`src/rtl/shift_rot_pkg.sv`:
```
// ============================================================================
// Module   : shift_rot_pkg
// Brief    : Op codes, FSM state encoding and shift directions for shift_rot_sched.
// Revision : 1.0
// ============================================================================
`default_nettype none

package shift_rot_pkg;

    typedef enum logic [1:0] {
        OP_SHL = 2'b00,
        OP_SHR = 2'b01,
        OP_ROL = 2'b10,
        OP_ROR = 2'b11
    } op_t;

    typedef enum logic [1:0] {
        IDLE  = 2'd0,
        PASS1 = 2'd1,
        PASS2 = 2'd2,
        RESP  = 2'd3
    } state_t;

    localparam logic DIR_LEFT  = 1'b0;
    localparam logic DIR_RIGHT = 1'b1;

endpackage

`default_nettype wire

```
`src/rtl/shift_rot_sched_if.sv`:
```
// ============================================================================
// Module   : shift_rot_sched_if
// Brief    : Two request channels and one response channel of shift_rot_sched.
// Revision : 1.0
// ============================================================================
`default_nettype none

interface shift_rot_sched_if #(
    parameter int W  = 16,
    parameter int AW = 4
);
    logic          req0_valid;
    logic          req0_ready;
    logic [W-1:0]  req0_x;
    logic [AW-1:0] req0_amt;
    logic [1:0]    req0_op;
    logic          req1_valid;
    logic          req1_ready;
    logic [W-1:0]  req1_x;
    logic [AW-1:0] req1_amt;
    logic [1:0]    req1_op;
    logic          rsp_valid;
    logic          rsp_ready;
    logic [W-1:0]  rsp_data;
    logic          rsp_id;

    modport master (
        output req0_valid, req0_x, req0_amt, req0_op,
        output req1_valid, req1_x, req1_amt, req1_op,
        output rsp_ready,
        input  req0_ready, req1_ready, rsp_valid, rsp_data, rsp_id
    );

    modport slave (
        input  req0_valid, req0_x, req0_amt, req0_op,
        input  req1_valid, req1_x, req1_amt, req1_op,
        input  rsp_ready,
        output req0_ready, req1_ready, rsp_valid, rsp_data, rsp_id
    );

endinterface

`default_nettype wire

```
`src/rtl/shifter_16b_top.sv`:
```
// ============================================================================
// Module   : shifter_16b_top
// Brief    : Combinational 16-bit logical barrel shifter, dir 0 = left, 1 = right.
// Revision : 1.0
// ============================================================================
`default_nettype none

module shifter_16b_top
    import shift_rot_pkg::*;
(
    output logic [15:0] out,
    input  logic [15:0] x,
    input  logic [3:0]  shift,
    input  logic        dir
);

    logic [15:0] w_stage [0:4];

    assign w_stage[0] = x;

    for (genvar i = 0; i < 4; i++) begin : g_stage
        localparam int c_DIST = 1 << i;
        assign w_stage[i+1] = !shift[i]           ? w_stage[i] :
                              (dir == DIR_RIGHT)  ? (w_stage[i] >> c_DIST) :
                                                    (w_stage[i] << c_DIST);
    end

    assign out = w_stage[4];

endmodule

`default_nettype wire

```
`src/rtl/shift_rot_sched.sv`:
```
// ============================================================================
// Module   : shift_rot_sched
// Brief    : Arbitrates two requesters onto one barrel shifter; rotates use two passes.
// Revision : 1.0
// ============================================================================
`default_nettype none

module shift_rot_sched
    import shift_rot_pkg::*;
#(
    parameter int W  = 16,
    parameter int AW = 4
) (
    input  logic                 clk,
    input  logic                 rst_n,
    shift_rot_sched_if.slave     bus,
    output logic                 busy
);

    localparam logic [1:0] c_IDLE  = IDLE;
    localparam logic [1:0] c_PASS1 = PASS1;
    localparam logic [1:0] c_PASS2 = PASS2;
    localparam logic [1:0] c_RESP  = RESP;

    logic [1:0]    r_state;
    logic [W-1:0]  r_x;
    logic [AW-1:0] r_amt;
    op_t           r_op;
    logic          r_id;
    logic          r_last_grant;
    logic [W-1:0]  r_acc;

    logic          w_idle;
    logic          w_gnt1;
    logic          w_accept;
    logic          w_rotate;
    logic [AW-1:0] w_sh_amt;
    logic          w_sh_dir;
    logic [W-1:0]  w_sh_out;

    assign w_idle   = (r_state == c_IDLE);
    // req1 wins when alone, or on a tie when req0 was granted last
    assign w_gnt1   = bus.req1_valid && (!bus.req0_valid || (r_last_grant == 1'b0));
    assign w_accept = w_idle && (bus.req0_valid || bus.req1_valid);

    assign bus.req0_ready = w_idle && bus.req0_valid && !w_gnt1;
    assign bus.req1_ready = w_idle && w_gnt1;

    assign w_rotate = (r_op == OP_ROL) || (r_op == OP_ROR);
    // Second pass shifts by (16 - amt) mod 16 in the opposite direction
    assign w_sh_amt = (r_state == c_PASS2) ? (-r_amt) : r_amt;
    assign w_sh_dir = (((r_op == OP_SHR) || (r_op == OP_ROR)) ? DIR_RIGHT : DIR_LEFT)
                      ^ (r_state == c_PASS2);

    shifter_16b_top u_shifter (
        .out   (w_sh_out),
        .x     (r_x),
        .shift (w_sh_amt),
        .dir   (w_sh_dir)
    );

    always_ff @(posedge clk or negedge rst_n) begin
        if (!rst_n) begin
            r_state      <= c_IDLE;
            r_x          <= '0;
            r_amt        <= '0;
            r_op         <= OP_SHL;
            r_id         <= 1'b0;
            r_last_grant <= 1'b1;
            r_acc        <= '0;
        end else begin
            case (r_state)
                c_IDLE: begin
                    if (w_accept) begin
                        r_x          <= w_gnt1 ? bus.req1_x : bus.req0_x;
                        r_amt        <= w_gnt1 ? bus.req1_amt : bus.req0_amt;
                        r_op         <= op_t'(w_gnt1 ? bus.req1_op : bus.req0_op);
                        r_id         <= w_gnt1;
                        r_last_grant <= w_gnt1;
                        r_state      <= c_PASS1;
                    end
                end
                c_PASS1: begin
                    r_acc   <= w_sh_out;
                    r_state <= (w_rotate && (r_amt != '0)) ? c_PASS2 : c_RESP;
                end
                c_PASS2: begin
                    r_acc   <= r_acc | w_sh_out;
                    r_state <= c_RESP;
                end
                c_RESP: begin
                    if (bus.rsp_ready) begin
                        r_state <= c_IDLE;
                    end
                end
                default: r_state <= c_IDLE;
            endcase
        end
    end

    assign bus.rsp_valid = (r_state == c_RESP);
    assign bus.rsp_data  = r_acc;
    assign bus.rsp_id    = r_id;
    assign busy          = !w_idle;

endmodule

`default_nettype wire
```
`src/flat_wrapper.sv`:
```
// flat-port wrapper written by rule: the top's interface ports become plain ports
module shift_rot_sched_flat import shift_rot_pkg::*;
#(
    parameter int W  = 16,
    parameter int AW = 4
)
  (clk, rst_n, busy, bus_req0_valid, bus_req0_x, bus_req0_amt, bus_req0_op, bus_req1_valid, bus_req1_x, bus_req1_amt, bus_req1_op, bus_rsp_ready, bus_req0_ready, bus_req1_ready, bus_rsp_valid, bus_rsp_data, bus_rsp_id);
  shift_rot_sched_if #(.W(W), .AW(AW)) bus_i ();
  input  logic clk;
  input  logic rst_n;
  output logic busy;
  input wire logic [$bits(bus_i.req0_valid)-1:0] bus_req0_valid;
  input wire logic [$bits(bus_i.req0_x)-1:0] bus_req0_x;
  input wire logic [$bits(bus_i.req0_amt)-1:0] bus_req0_amt;
  input wire logic [$bits(bus_i.req0_op)-1:0] bus_req0_op;
  input wire logic [$bits(bus_i.req1_valid)-1:0] bus_req1_valid;
  input wire logic [$bits(bus_i.req1_x)-1:0] bus_req1_x;
  input wire logic [$bits(bus_i.req1_amt)-1:0] bus_req1_amt;
  input wire logic [$bits(bus_i.req1_op)-1:0] bus_req1_op;
  input wire logic [$bits(bus_i.rsp_ready)-1:0] bus_rsp_ready;
  output wire logic [$bits(bus_i.req0_ready)-1:0] bus_req0_ready;
  output wire logic [$bits(bus_i.req1_ready)-1:0] bus_req1_ready;
  output wire logic [$bits(bus_i.rsp_valid)-1:0] bus_rsp_valid;
  output wire logic [$bits(bus_i.rsp_data)-1:0] bus_rsp_data;
  output wire logic [$bits(bus_i.rsp_id)-1:0] bus_rsp_id;
  assign bus_i.req0_valid = bus_req0_valid;
  assign bus_i.req0_x = bus_req0_x;
  assign bus_i.req0_amt = bus_req0_amt;
  assign bus_i.req0_op = bus_req0_op;
  assign bus_i.req1_valid = bus_req1_valid;
  assign bus_i.req1_x = bus_req1_x;
  assign bus_i.req1_amt = bus_req1_amt;
  assign bus_i.req1_op = bus_req1_op;
  assign bus_i.rsp_ready = bus_rsp_ready;
  assign bus_req0_ready = bus_i.req0_ready;
  assign bus_req1_ready = bus_i.req1_ready;
  assign bus_rsp_valid = bus_i.rsp_valid;
  assign bus_rsp_data = bus_i.rsp_data;
  assign bus_rsp_id = bus_i.rsp_id;
  shift_rot_sched #(.W(W), .AW(AW)) u_core (.clk(clk), .rst_n(rst_n), .bus(bus_i), .busy(busy));
endmodule
```
`config.mk`:
```
export PLATFORM = sky130hd
export DESIGN_NAME = shift_rot_sched_flat
export DESIGN_NICKNAME = d
export VERILOG_FILES = /design/src/rtl/shift_rot_pkg.sv /design/src/rtl/shift_rot_sched_if.sv /design/src/rtl/shifter_16b_top.sv /design/src/rtl/shift_rot_sched.sv /design/src/flat_wrapper.sv
export SDC_FILE = /design/constraint.sdc
export NUM_CORES = 1
export LEC_CHECK = 0
export BUFFER_PORTS_ARGS = -buffer_cell sky130_fd_sc_hd__buf_2
export CORE_MARGIN = 4
export CORE_UTILIZATION = 50
export CTS_CLUSTER_DIAMETER = 40
export DETAILED_ROUTE_END_ITERATION = 10
export PLACE_DENSITY = 0.7
export SLEW_MARGIN = 5
export SYNTH_ARGS = -nofsm -noshare
export SYNTH_HDL_FRONTEND = slang
export SYNTH_SLANG_ARGS = --single-unit
export TNS_END_PERCENT = 10
```
`constraint.sdc`:
```
create_clock -name clk -period 3.2 [get_ports clk]
set_input_delay 0.32 -clock clk [delete_from_list [all_inputs] [get_ports clk]]
set_output_delay 0.32 -clock clk [all_outputs]
set_load 0.05 [all_outputs]
```
==> run summary <==
Fin crit period: 2.78 ns
Global Route met1 Usage: 35.3%
WS Path Type: reg -> reg
Max-cap viol count: 0
Slowest CP cell: xnor2_2
Routed wire length: 10600 um
Clk pin slew, worst setup/hold paths: 0.08 ns
Port Buf Inserts: 69
Syn Nets: 507
Clock Skew: 0.00429 ns
Post-synthesis area per instance: 8.11 um2
Syn-to-layout area delta: 13.2%
Prevailing post-synth register cell: dfrtp_1
Ranking of synthesized cells by area: dfrtp_1 28%, mux2i_1 10%, nand2_1 7.0%
Placed cell area: 4040 um2
Initial antenna violation count: 0
Hold Buf Count CTS: 0
RSZ-0062 raised after global routing: no
Synth warnings: 0
Status: completed
Final period util: 87.0%
TritonCTS Buffers: 5
Ys async rst share: 100%
Number of synthesized flops with an enable pin: 0
CP dominant cell by count: a21oi_1
Site row count: 30
HP Class: in -> async
Seq/Total Area, Yosys: 28.7%
Iteration-0 DRC Markers: 309
Placed wire-length estimate: 8010 um
Via density: 6.12
Count of cell types in the netlist: 64
Max Fclk: 0.359 GHz
Final instance area: 4150 um2
CP Data Required Time: 3.39 ns
Met3 usage: 3.62%
Setup TNS: 0 ns
Die Wd: 93.6 um
H-tree depth: 2
CP Max Fanout: 14
Nets: 557
CP arrival: 2.97 ns
Crit path largest cell delay: 0.61 ns
Initial Util: 52.8%
Die height: 93.6 um
Final hold viol count: 0
Final ANT Viol Nets: 0
Core Region: 6940 um2
Number of top-level pins: 70
Post-DR wirelength/cell: 17.7 um
Drt pass-1 iters: 5
Inserted Diodes: 0
Worst slew margin: 39.1%
Number of global-route vias before repair: 3280
Most used routing layer: met2
Setup Buffers After CTS: 0
CP Launch Type: flop
Worst Max-Slew Pin Slew: 0.914 ns
Mapped cell area: 3670 um2
CTS tree: done
DRC: 0
GR Util met2: 38.8%
GRT overflow: 0
Share of the synthesized area in the top cell type: 28.0%
#FFs+latches synth: 42
Clock Latency Late Sink: 0.30 ns
Clock buffer depth: 2
Layout cells sized above 1: 22.3%
Gate Count Post-Synth: 452
Die ar.: 8770 um2
Clock Sinks: 42
GRT Total Usage: 25.0%
Critical Path End Type: flop
Clock root cell: clkbuf_8
Post-cts resize count: 0
Total number of vias: 3664
CP Cell Sequence: inv_1 -> ha_1 -> xnor2_2 -> buf_4 -> mux2i_1 -> a21oi_1 -> a21oi_1 -> o311ai_0 -> or2_2
GP Congestion: 0.950
Final Max Tran Viols: 0
Largest net degree at the start of global routing: 58
First-pass GRT wire length: 17400 um
Area leader, netlist: dfrtp_1
Final setup viols: 0
[worst max-delay path, delay by kind of cell, from the launching register on]
family | cells | cell delay [ns]
AOI/OAI and AO/OA | 3 | 0.44
xor gates and xnor gates | 1 | 0.61
adders and majority gates | 1 | 0.27
buffers and inverters | 2 | 0.42
DFF | 1 | 0.43
muxes | 1 | 0.20
and+or+nand+nor | 1 | 0.31
[placed cells by master, fill, tap and decap left out, types with 4 or more instances in the layout]
master and instances:
mux2_2 6, buf_2 69, nor2_1 27, o221ai_1 6, ha_1 6, o211ai_1 15
a211oi_1 10, dfrtp_1 41, a31oi_1 6, a21oi_1 21, mux2i_1 38, nand3_1 14
o22ai_1 8, o21ai_0 44, clkbuf_8 5, o21ai_1 4, inv_1 11, a221o_1 4
nor2b_1 5, nand2b_1 7, nor3_1 9, nand2_1 68, xor2_1 4, buf_4 13
a21o_1 4
[logic make-up (layout without fill, tap and decap cells)]
logic type               count (synthesis)  count (layout)  synth area share (%)
flip-flops                              42              42                  28.7
AND/OR/NAND/NOR                        143             143                  17.5
AO/OA/AOI/OAI                          155             155                  28.5
buffers and inverters                   50             101                  6.42
adder cells (fa/ha/maj)                  6               6                  2.05
multiplexers                            47              47                  14.1
XOR/XNOR                                 9               9                  2.76
[per-layer routing]
layer | vias to the layer above | share of wire [%]
li1 | 1776 | -
met1 | 1682 | 45
met2 | 178 | 45
met3 | 28 | 7.2
met4 | 0 | 3.1
met5 | - | 0
[Yosys cell counts (8+ instances only)]
library cell and instances:
a21oi_1 21, nor3_1 9, clkbuf_1 15, dfrtp_1 41, nand3_1 14, nor2_1 27, o22ai_1 8, nand2_1 68
o211ai_1 15, buf_2 17, inv_1 11, a211oi_1 10, mux2i_1 38, o21ai_0 44
[state kept, by name, summed over array words and instances, names as in the netlist]
name                 cells
u_core.bus.rsp_data     16
u_core.r_x              16
u_core.r_amt             4
u_core.r_op              2
u_core.r_state           2
u_core.bus.rsp_id        1
u_core.r_last_grant      1
[cell type report]
| cell class | count | area (um2) |
|---|---|---|
| tap | 96 | 120 |
| clock buffer | 7 | 76.3 |
| inverter | 11 | 41.3 |
| fill | 639 | 2800 |
| sequential | 42 | 1050 |
| multi-input combinational | 360 | 2390 |
| timing repair buffer | 82 | 443 |
| clock inverter | 1 | 30.0 |
[per-stage QoR]
step                hold WS (ns)  util, %  worst slack, ns  cells
floorplan                 0.0244        -            0.696    452
global placement           0.457     58.2            0.486    591
detailed placement         0.486     58.2            0.480    591
CTS                        0.188     59.7            0.443    599
global route               0.244     59.7            0.241    599
finish                     0.153     59.7            0.415    599
[path summary, 6_finish.rpt]
| kind | startpoint | end | slack [ns] | depth (start not counted) |
|---|---|---|---|---|
| worst max-delay path | u_core.r_state[0] | u_core.bus.rsp_data[10] | 0.42 | 9 |
| worst min-delay path | rst_n | u_core.r_state[1] | 0.15 | 1 |
| worst max register to register | u_core.r_state[0] | u_core.bus.rsp_data[10] | 0.42 | 9 |
| worst min register to register | u_core.bus.rsp_id | u_core.bus.rsp_id | 0.50 | 1 |
| max in group asynchronous | rst_n | u_core.r_x[7] | 2.48 | 1 |
| min in group clk | bus_req0_x[9] | u_core.r_x[9] | 0.30 | 3 |
Power is not shown: default switching activity piles up to over one toggle a cycle in this logic, so the estimate is an artifact.
